==> src/rtl/dmem_arbiter.sv <==
// Two-port data-memory arbiter: core (A) and debug/loader (B) share one memory port.
// Fair tie-break on last grant, optional bounded grant locking, one-cycle read return.
module dmem_arbiter #(
  parameter int ADDR_W   = 32,
  parameter int DATA_W   = 32,
  parameter int MAX_LOCK = 16
) (
  input  logic              clk,
  input  logic              rst,
  input  logic              a_req,
  input  logic              a_we,
  input  logic              a_lock,
  input  logic [ADDR_W-1:0] a_addr,
  input  logic [DATA_W-1:0] a_wdata,
  input  logic [3:0]        a_mask,
  output logic              a_gnt,
  output logic              a_rvalid,
  output logic [DATA_W-1:0] a_rdata,
  input  logic              b_req,
  input  logic              b_we,
  input  logic              b_lock,
  input  logic [ADDR_W-1:0] b_addr,
  input  logic [DATA_W-1:0] b_wdata,
  input  logic [3:0]        b_mask,
  output logic              b_gnt,
  output logic              b_rvalid,
  output logic [DATA_W-1:0] b_rdata,
  output logic [ADDR_W-1:0] mem_addr,
  output logic [DATA_W-1:0] mem_write_data,
  output logic              mem_memwrite,
  output logic              mem_memread,
  output logic [3:0]        mem_sign_mask,
  input  logic [DATA_W-1:0] mem_read_data
);

  localparam int CNT_W = $clog2(MAX_LOCK + 1);
  localparam logic [CNT_W-1:0] MAX_CNT = CNT_W'(MAX_LOCK);
  localparam logic [CNT_W-1:0] ONE_CNT = CNT_W'(1);
  // A lock of length one releases on the same edge it would start, so never enter LOCK_x.
  localparam logic LOCK_EN = (MAX_LOCK > 1);

  typedef enum logic [1:0] {
    ARB    = 2'd0,
    LOCK_A = 2'd1,
    LOCK_B = 2'd2
  } state_t;

  state_t            state_r, state_s;
  logic              last_b_r, last_b_s;
  logic [CNT_W-1:0]  cnt_r, cnt_s, inc_s;
  logic              arb_a_s, arb_b_s;
  logic              a_gnt_s, b_gnt_s;
  logic              a_rvalid_r, b_rvalid_r;

  function automatic logic [CNT_W-1:0] sat_inc(input logic [CNT_W-1:0] v);
    if (v >= MAX_CNT) begin
      sat_inc = MAX_CNT;
    end else begin
      sat_inc = v + ONE_CNT;
    end
  endfunction

  // Open arbitration: lone requester wins, a tie goes to the port not granted last.
  always_comb begin
    arb_a_s = 1'b0;
    arb_b_s = 1'b0;
    if (a_req && b_req) begin
      arb_a_s = last_b_r;
      arb_b_s = ~last_b_r;
    end else begin
      arb_a_s = a_req;
      arb_b_s = b_req;
    end
  end

  // Grant selection; a locked port pre-empts the other only while it is requesting.
  always_comb begin
    a_gnt_s = 1'b0;
    b_gnt_s = 1'b0;
    if (rst) begin
      a_gnt_s = 1'b0;
      b_gnt_s = 1'b0;
    end else begin
      case (state_r)
        ARB: begin
          a_gnt_s = arb_a_s;
          b_gnt_s = arb_b_s;
        end
        LOCK_A: begin
          if (a_req) begin
            a_gnt_s = 1'b1;
          end else begin
            b_gnt_s = b_req;
          end
        end
        LOCK_B: begin
          if (b_req) begin
            b_gnt_s = 1'b1;
          end else begin
            a_gnt_s = a_req;
          end
        end
        default: begin
          a_gnt_s = arb_a_s;
          b_gnt_s = arb_b_s;
        end
      endcase
    end
  end

  // Next state, lock counter and last-grant tracking.
  always_comb begin
    state_s  = state_r;
    cnt_s    = cnt_r;
    inc_s    = cnt_r;
    last_b_s = last_b_r;
    if (a_gnt_s) begin
      last_b_s = 1'b0;
    end else if (b_gnt_s) begin
      last_b_s = 1'b1;
    end else begin
      last_b_s = last_b_r;
    end
    case (state_r)
      ARB: begin
        if (LOCK_EN && a_gnt_s && a_lock) begin
          state_s = LOCK_A;
          cnt_s   = ONE_CNT;
        end else if (LOCK_EN && b_gnt_s && b_lock) begin
          state_s = LOCK_B;
          cnt_s   = ONE_CNT;
        end else begin
          cnt_s   = {CNT_W{1'b0}};
        end
      end
      LOCK_A: begin
        inc_s = a_gnt_s ? sat_inc(cnt_r) : cnt_r;
        if (!a_lock || (inc_s == MAX_CNT)) begin
          state_s = ARB;
          cnt_s   = {CNT_W{1'b0}};
        end else begin
          cnt_s   = inc_s;
        end
      end
      LOCK_B: begin
        inc_s = b_gnt_s ? sat_inc(cnt_r) : cnt_r;
        if (!b_lock || (inc_s == MAX_CNT)) begin
          state_s = ARB;
          cnt_s   = {CNT_W{1'b0}};
        end else begin
          cnt_s   = inc_s;
        end
      end
      default: begin
        state_s = ARB;
        cnt_s   = {CNT_W{1'b0}};
      end
    endcase
  end

  // State registers; the rvalid tags only track reads issued, never FSM moves.
  always_ff @(posedge clk or posedge rst) begin
    if (rst) begin
      state_r    <= ARB;
      last_b_r   <= 1'b1;
      cnt_r      <= {CNT_W{1'b0}};
      a_rvalid_r <= 1'b0;
      b_rvalid_r <= 1'b0;
    end else begin
      state_r    <= state_s;
      last_b_r   <= last_b_s;
      cnt_r      <= cnt_s;
      a_rvalid_r <= a_gnt_s & ~a_we;
      b_rvalid_r <= b_gnt_s & ~b_we;
    end
  end

  assign a_gnt          = a_gnt_s;
  assign b_gnt          = b_gnt_s;
  assign a_rvalid       = a_rvalid_r;
  assign b_rvalid       = b_rvalid_r;
  assign a_rdata        = mem_read_data;
  assign b_rdata        = mem_read_data;
  // Memory-side fields default to port A when nothing is granted.
  assign mem_addr       = b_gnt_s ? b_addr  : a_addr;
  assign mem_write_data = b_gnt_s ? b_wdata : a_wdata;
  assign mem_sign_mask  = b_gnt_s ? b_mask  : a_mask;
  assign mem_memwrite   = (a_gnt_s & a_we)  | (b_gnt_s & b_we);
  assign mem_memread    = (a_gnt_s & ~a_we) | (b_gnt_s & ~b_we);

endmodule

==> config.mk <==
export PLATFORM = sky130hd
export DESIGN_NAME = dmem_arbiter
export DESIGN_NICKNAME = d
export VERILOG_FILES = /design/src/rtl/dmem_arbiter.sv
export SDC_FILE = /design/constraint.sdc
export NUM_CORES = 1
export LEC_CHECK = 0
export ABC_AREA = 1
export CAP_MARGIN = 20
export CELL_PAD_IN_SITES_DETAIL_PLACEMENT = 0
export CELL_PAD_IN_SITES_GLOBAL_PLACEMENT = 2
export CORE_UTILIZATION = 10
export DETAILED_ROUTE_END_ITERATION = 16
export PLACE_DENSITY_LB_ADDON = 0.1
export SLEW_MARGIN = 20
export SYNTH_ARGS = -nofsm -noshare
export SYNTH_HDL_FRONTEND = slang
export SYNTH_SLANG_ARGS = --single-unit
==> constraint.sdc <==
create_clock -name clk -period 3.35 [get_ports clk]
set_input_delay 0.5025 -clock clk [delete_from_list [all_inputs] [get_ports clk]]
set_output_delay 0.5025 -clock clk [all_outputs]
set_load 0.03 [all_outputs]
# ---- Yosys cells after proc, flatten, opt, wreduce, memory -nomap -nowiden
# Index checks and enable logic that the tools add are counted.
dict set report classes {
  bitwise 9
  multipliers 0
  order_cmp 1
  n_reduce_logical 10
  n_div 0
  n_eq_ne 7
  n_addsub 1
  n_mux 30
  shifts 0
}
# op n
set op_table {}
lappend op_table {{32-bit two-way mux} 2}
lappend op_table {{5-bit two-way mux} 7}
lappend op_table {{5-bit case mux with 3 select lines} 1}
lappend op_table {{1-bit two-way mux} 12}
lappend op_table {{5-bit equality test (second input constant)} 2}
lappend op_table {{2-bit two-way mux} 4}
lappend op_table {{2-bit case mux with 3 select lines} 1}
lappend op_table {{5-bit by 1-bit adder with 5-bit output (second input constant)} 1}
lappend op_table {{5-bit greater-or-equal comparator (second input constant)} 1}
lappend op_table {{1-bit AND} 4}
lappend op_table {{4-bit two-way mux} 1}
lappend op_table {{2-bit != test (second input constant)} 2}
lappend op_table {{1-bit case mux with 2 select lines} 2}
lappend op_table {{1-bit logical AND} 3}
lappend op_table {{3-bit != test (second input constant)} 1}
lappend op_table {{1-bit NOT} 3}
lappend op_table {{3-bit AND reduction} 1}
lappend op_table {{2-bit by 1-bit equality test with 1-bit output (second input constant)} 1}
lappend op_table {{2-bit equality test (second input constant)} 1}
lappend op_table {{1-bit zero test} 2}
lappend op_table {{2-bit zero test} 1}
lappend op_table {{1-bit logical OR} 2}
lappend op_table {{1-bit bitwise OR} 2}
lappend op_table {{2-bit nonzero test} 1}
dict set report word_totals {
  ramBits 0
  wordCells 63
  latchBits 0
  memories 0
  output_inout_bits 138
  rom_bits 0
  input_bits 176
  reg_bits 10
}

# ---- Logic depth before layout (Yosys ltp)
dict set report logic_depth {
  depth_word 9
  ltp_mapped 15
  ltp_nobuf 15
}

# ---- Least setup slack after synthesis
# OpenSTA, ideal clock, no wires.
dict set report synth_path {
  path_kind {register to output}
  start {register state_r[0]}
  end {output port mem_memread}
  arrival_time_ps 1900
  n_path_buf 2
  required_ps 2847
  slack_ps 948
  stages_incl_launch_ff 10
  path_cell_list {dfrtp_1 > inv_1 > ha_1 > inv_2 > nor2_1 > nand2_1 > nand3_2 > buf_6 > clkbuf_1 > o22ai_1}
}
dict set report synth_via {
  elab_chain_cells 5
  elab_cells_between_ends 9
  classes_between {eq/ne: 2; mux: 4; bitwise: 3}
}
# item line_no
set synth_lines {}
lappend synth_lines {{start: declaration} 48} ;# state_t state_r, state_s;
lappend synth_lines {{start signal: assignment} 170} ;# state_r <= state_s;
lappend synth_lines {{2-bit equality test or 2-bit by 1-bit equality test with 1-bit output (tied branches)} 84} ;# case (state_r)
lappend synth_lines {{1-bit case mux with 2 select lines} 84}
lappend synth_lines {{1-bit two-way mux} 80} ;# if (rst) begin
lappend synth_lines {{1-bit AND} 189} ;# assign mem_memread = (a_gnt_s & ~a_we) | (b_gnt_s & ~b_we);
lappend synth_lines {{1-bit bitwise OR (*)} 189}
lappend synth_lines {{end: declaration} 31} ;# output logic mem_memread,
# Mark *: on every way between the ends. The rest lies on a longest branch, timed or not.

# ---- Final worst setup path
dict set report layout_path {
  start {register state_r[0]}
  end {output port mem_addr[1]}
}
dict set report layout_via {
  elab_chain_cells 4
  elab_cells_between_ends 5
  classes_between {eq/ne: 2; mux: 3}
}
# item line_no
set layout_lines {}
lappend layout_lines {{2-bit equality test or 2-bit by 1-bit equality test with 1-bit output (tied branches)} 84}
lappend layout_lines {{1-bit case mux with 2 select lines (*)} 84}
lappend layout_lines {{1-bit two-way mux (*)} 80}
lappend layout_lines {{32-bit two-way mux (*)} 185} ;# assign mem_addr = b_gnt_s ? b_addr : a_addr;
lappend layout_lines {{end: declaration} 28} ;# output logic [ADDR_W-1:0] mem_addr,
# Marks and branches as above.

==> summary.txt <==
Run status: finished, final reports clean
Vias in the first global route: 2990
Die area: 23600 um2
Core region area: 22600 um2
Post-route ant nets: 0
Die width: 154 um
Total Wirelength: 10600 um
EDFF count, synth: 0
Clock Latency Late Sink: 0.24 ns
Sw Share: 0.540
Num CTS Buffers: 3
Critical path arrival: 2.37 ns
Root buffer cell: clkbuf_16
Synthesized cell area: 2300 um2
Synth top area share: 0.405
CP endpoint kind: primary output
Worst Hold Path EP: state_r[1]
Synth unique cells: 25
DRC viols: 0
HPWL Detailed: 8610 um
Die height: 154 um
Max stage delay on crit path: 0.40 ns
Final cell count without fillers: 863
Seq pwr share: 0.087
Fraction of layout cells with a size suffix above 1: 0.183
Register area share after synthesis: 0.109
Synth Flop Type: dfrtp_1
Tmin final: 2.87 ns
Synth top area cells: nand2_1 (40%), buf_4 (21%), dfrtp_1 (9.8%), inv_1 (3.8%), ha_1 (3.3%)
Clock slew seen by the registers of the worst setup and hold paths: 0.04 ns
# IOs: 314
Worst path cell trace: inv_1, ha_1, inv_2, nor2_1, nand2_1, nand3_2, buf_12, nand2_1, nand2_1, buf_4
Setup violators final: 0
Post_cts resized: 0
Synth Instances: 431
Nets: 761
CP required: 2.85 ns
CTS tree: done
FF+latch count, synth: 10
Fin util: 0.188
Slew @ Worst Pin: 0.513 ns
Gr usage total: 0.0866
Post-CTS setup buffers: 0
R2r worst-path depth: 15
Lkg Pwr: 2.13 nW
Kind of critical path: reg -> out
Most frequent cells after synthesis: nand2_1 (248), buf_4 (64), inv_1 (23), nor2_1 (18), clkbuf_1 (12)
Hold Slack: 0.530 ns
Vias per cell: 3.42
Vias: 2955
Syn_nets: 613
Area delta synth->final: 84.4%
Top delay family on crit path: simple AND/OR/NAND/NOR gates
Largest net degree at the start of global routing: 44
Worst Path Buf+Inv: 4
Comb pwr share: 0.800
Setup TNS: 0 ns
Pre-Repair DR Iteration Count: 4
Max-cap violations: 0
Synth warnings: 0
Max VDD drop: 144 uV
R2R Setup Slk: 0.82 ns
Hold_sp: state_r[1]
Power per standard cell area: 472 nW/um2
Share of synthesized registers carrying an async set or reset: 1.00
Most frequent cell after synthesis: nand2_1
Initial antenna violation count: 0
Leading area contributor after synthesis: nand2_1
Final hold violations: 0
Clock power frac: 0.113
Sink Count: 10
P_sw: 1.08 mW
CTS Buffer Depth: 2
CP max-delay cell: dfrtp_1
Internal power: 0.919 mW
Critical-path maximum fanout: 43
Worst r2r src: state_r[0]
# diodes: 0
Final worst-path cycle share: 0.857
Worst min-delay path category: reg -> reg
# fillers: 2630
Avg WL per Cell: 12.2 um
Most Frequent Cell on Critical Path: nand2_1
Gpl congestion: 0.701
H-tree levels: 1
WHS Path Cells: 2
Average size of a mapped cell: 5.34 um2
RSZ-0062 raised after global routing: no
First-pass GRT wire length: 16100 um
FMAX: 348 MHz
Pins Over Slew Limit: 0
Hold Buf Count CTS: 0
Slew headroom: 0.658
PortBufs: 217
Rows: 55
Total congestion overflow: 0
Initial DRC count: 104
Startpoint type of the worst setup path: register
DP Cell Count: 859
Clock skew: 0.00346 ns
Initial core utilization: 0.102
FF-to-FF End: state_r[1]
cell families (layout without fill, tap and decap cells):
| logic type | Yosys count | count (layout) | synth area share |
|---|---|---|---|
| adder cells (fa/ha/maj) | 6 | 6 | 0.0326 |
| flip-flops | 10 | 10 | 0.109 |
| buffers and inverters | 106 | 253 | 0.285 |
| AO/OA/AOI/OAI | 12 | 12 | 0.0310 |
| AND/OR/NAND/NOR | 297 | 297 | 0.542 |
worst register-to-register path: cells and delay by family, from the launching register on:
family        cells  cell delay [ns]
simple gates     11             1.16
flops             1             0.40
fa+ha+maj         1             0.35
buf+inv           3             0.50
layer usage:
| metal | vias to the layer above | GRT usage | wire length [um] | share of wire |
|---|---|---|---|---|
| li1 | 1525 | - | - | - |
| met3 | 21 | 0.0293 | 887 | 0.084 |
| met1 | 1273 | 0.0940 | 4060 | 0.38 |
| met4 | 0 | 0.0171 | 135 | 0.013 |
| met2 | 136 | 0.162 | 5480 | 0.52 |
| met5 | - | 0 | 0 | 0 |
cell type report:
| class | instances | area, um2 | share of cell area |
|---|---|---|---|
| timing repair buffer | 223 | 2060 | 0.487 |
| multi-input combinational | 315 | 1390 | 0.328 |
| inverter | 26 | 97.6 | 0.0230 |
| tap | 285 | 357 | 0.0841 |
| sequential | 10 | 251 | 0.0593 |
| clock buffer | 4 | 78.8 | 0.0186 |
registers in the layout, summed over array words and instances, names as in the netlist:
name      count
a_rvalid      1
b_rvalid      1
cnt_r         5
last_b_r      1
state_r       2
power by group through the flow:
stage | combinational [mW] | clock, mW | sequential (mW)
6_report | 1.60 | 0.225 | 0.175
5_1_grt | 1.76 | 0.238 | 0.180
4_1_cts | 1.64 | 0.231 | 0.176
3_5_place_dp | 1.64 | 0 | 0.178
3_3_place_gp | 1.65 | 0 | 0.178
2_1_floorplan | 1.10 | 0 | 0.175
cells in the final DEF, fill, tap and decap left out, types with 3 or more instances in the layout:
master / synthesis / layout
a21oi_1: 6 / 6
buf_4: 64 / 75
clkbuf_16: 0 / 3
clkdlybuf4s50_1: 0 / 146
dfrtp_1: 9 / 9
ha_1: 6 / 6
inv_1: 23 / 23
inv_2: 3 / 3
nand2_1: 248 / 248
nand2_2: 8 / 8
nand3_2: 4 / 4
nand4_1: 8 / 8
nor2_1: 18 / 18
nor2_4: 6 / 6
per-stage QoR:
| step | setup slack (ns) | power, mW | area (um2) |
|---|---|---|---|
| floorplan | 0.948 | 1.28 | 2300 |
| global placement | 0.491 | 1.83 | 4160 |
| detailed placement | 0.483 | 1.81 | 4160 |
| CTS | 0.389 | 2.05 | 4240 |
| global route | 0.207 | 2.18 | 4240 |
| finish | 0.479 | 2.00 | 4240 |
worst max-delay path by stage:
stage               start      endpoint  slack (ns)  cells past startpoint
6_report       state_r[0]   mem_addr[1]        0.48                     10
2_1_floorplan  state_r[0]   mem_memread        0.95                      9
3_3_place_gp        b_req  mem_addr[10]        0.49                     10
3_5_place_dp        b_req   mem_addr[1]        0.48                      9
5_1_grt        state_r[0]  mem_addr[13]        0.21                     10
4_1_cts        state_r[0]   mem_addr[1]        0.39                     10
Note: power is estimated with default switching activity, not from simulation.
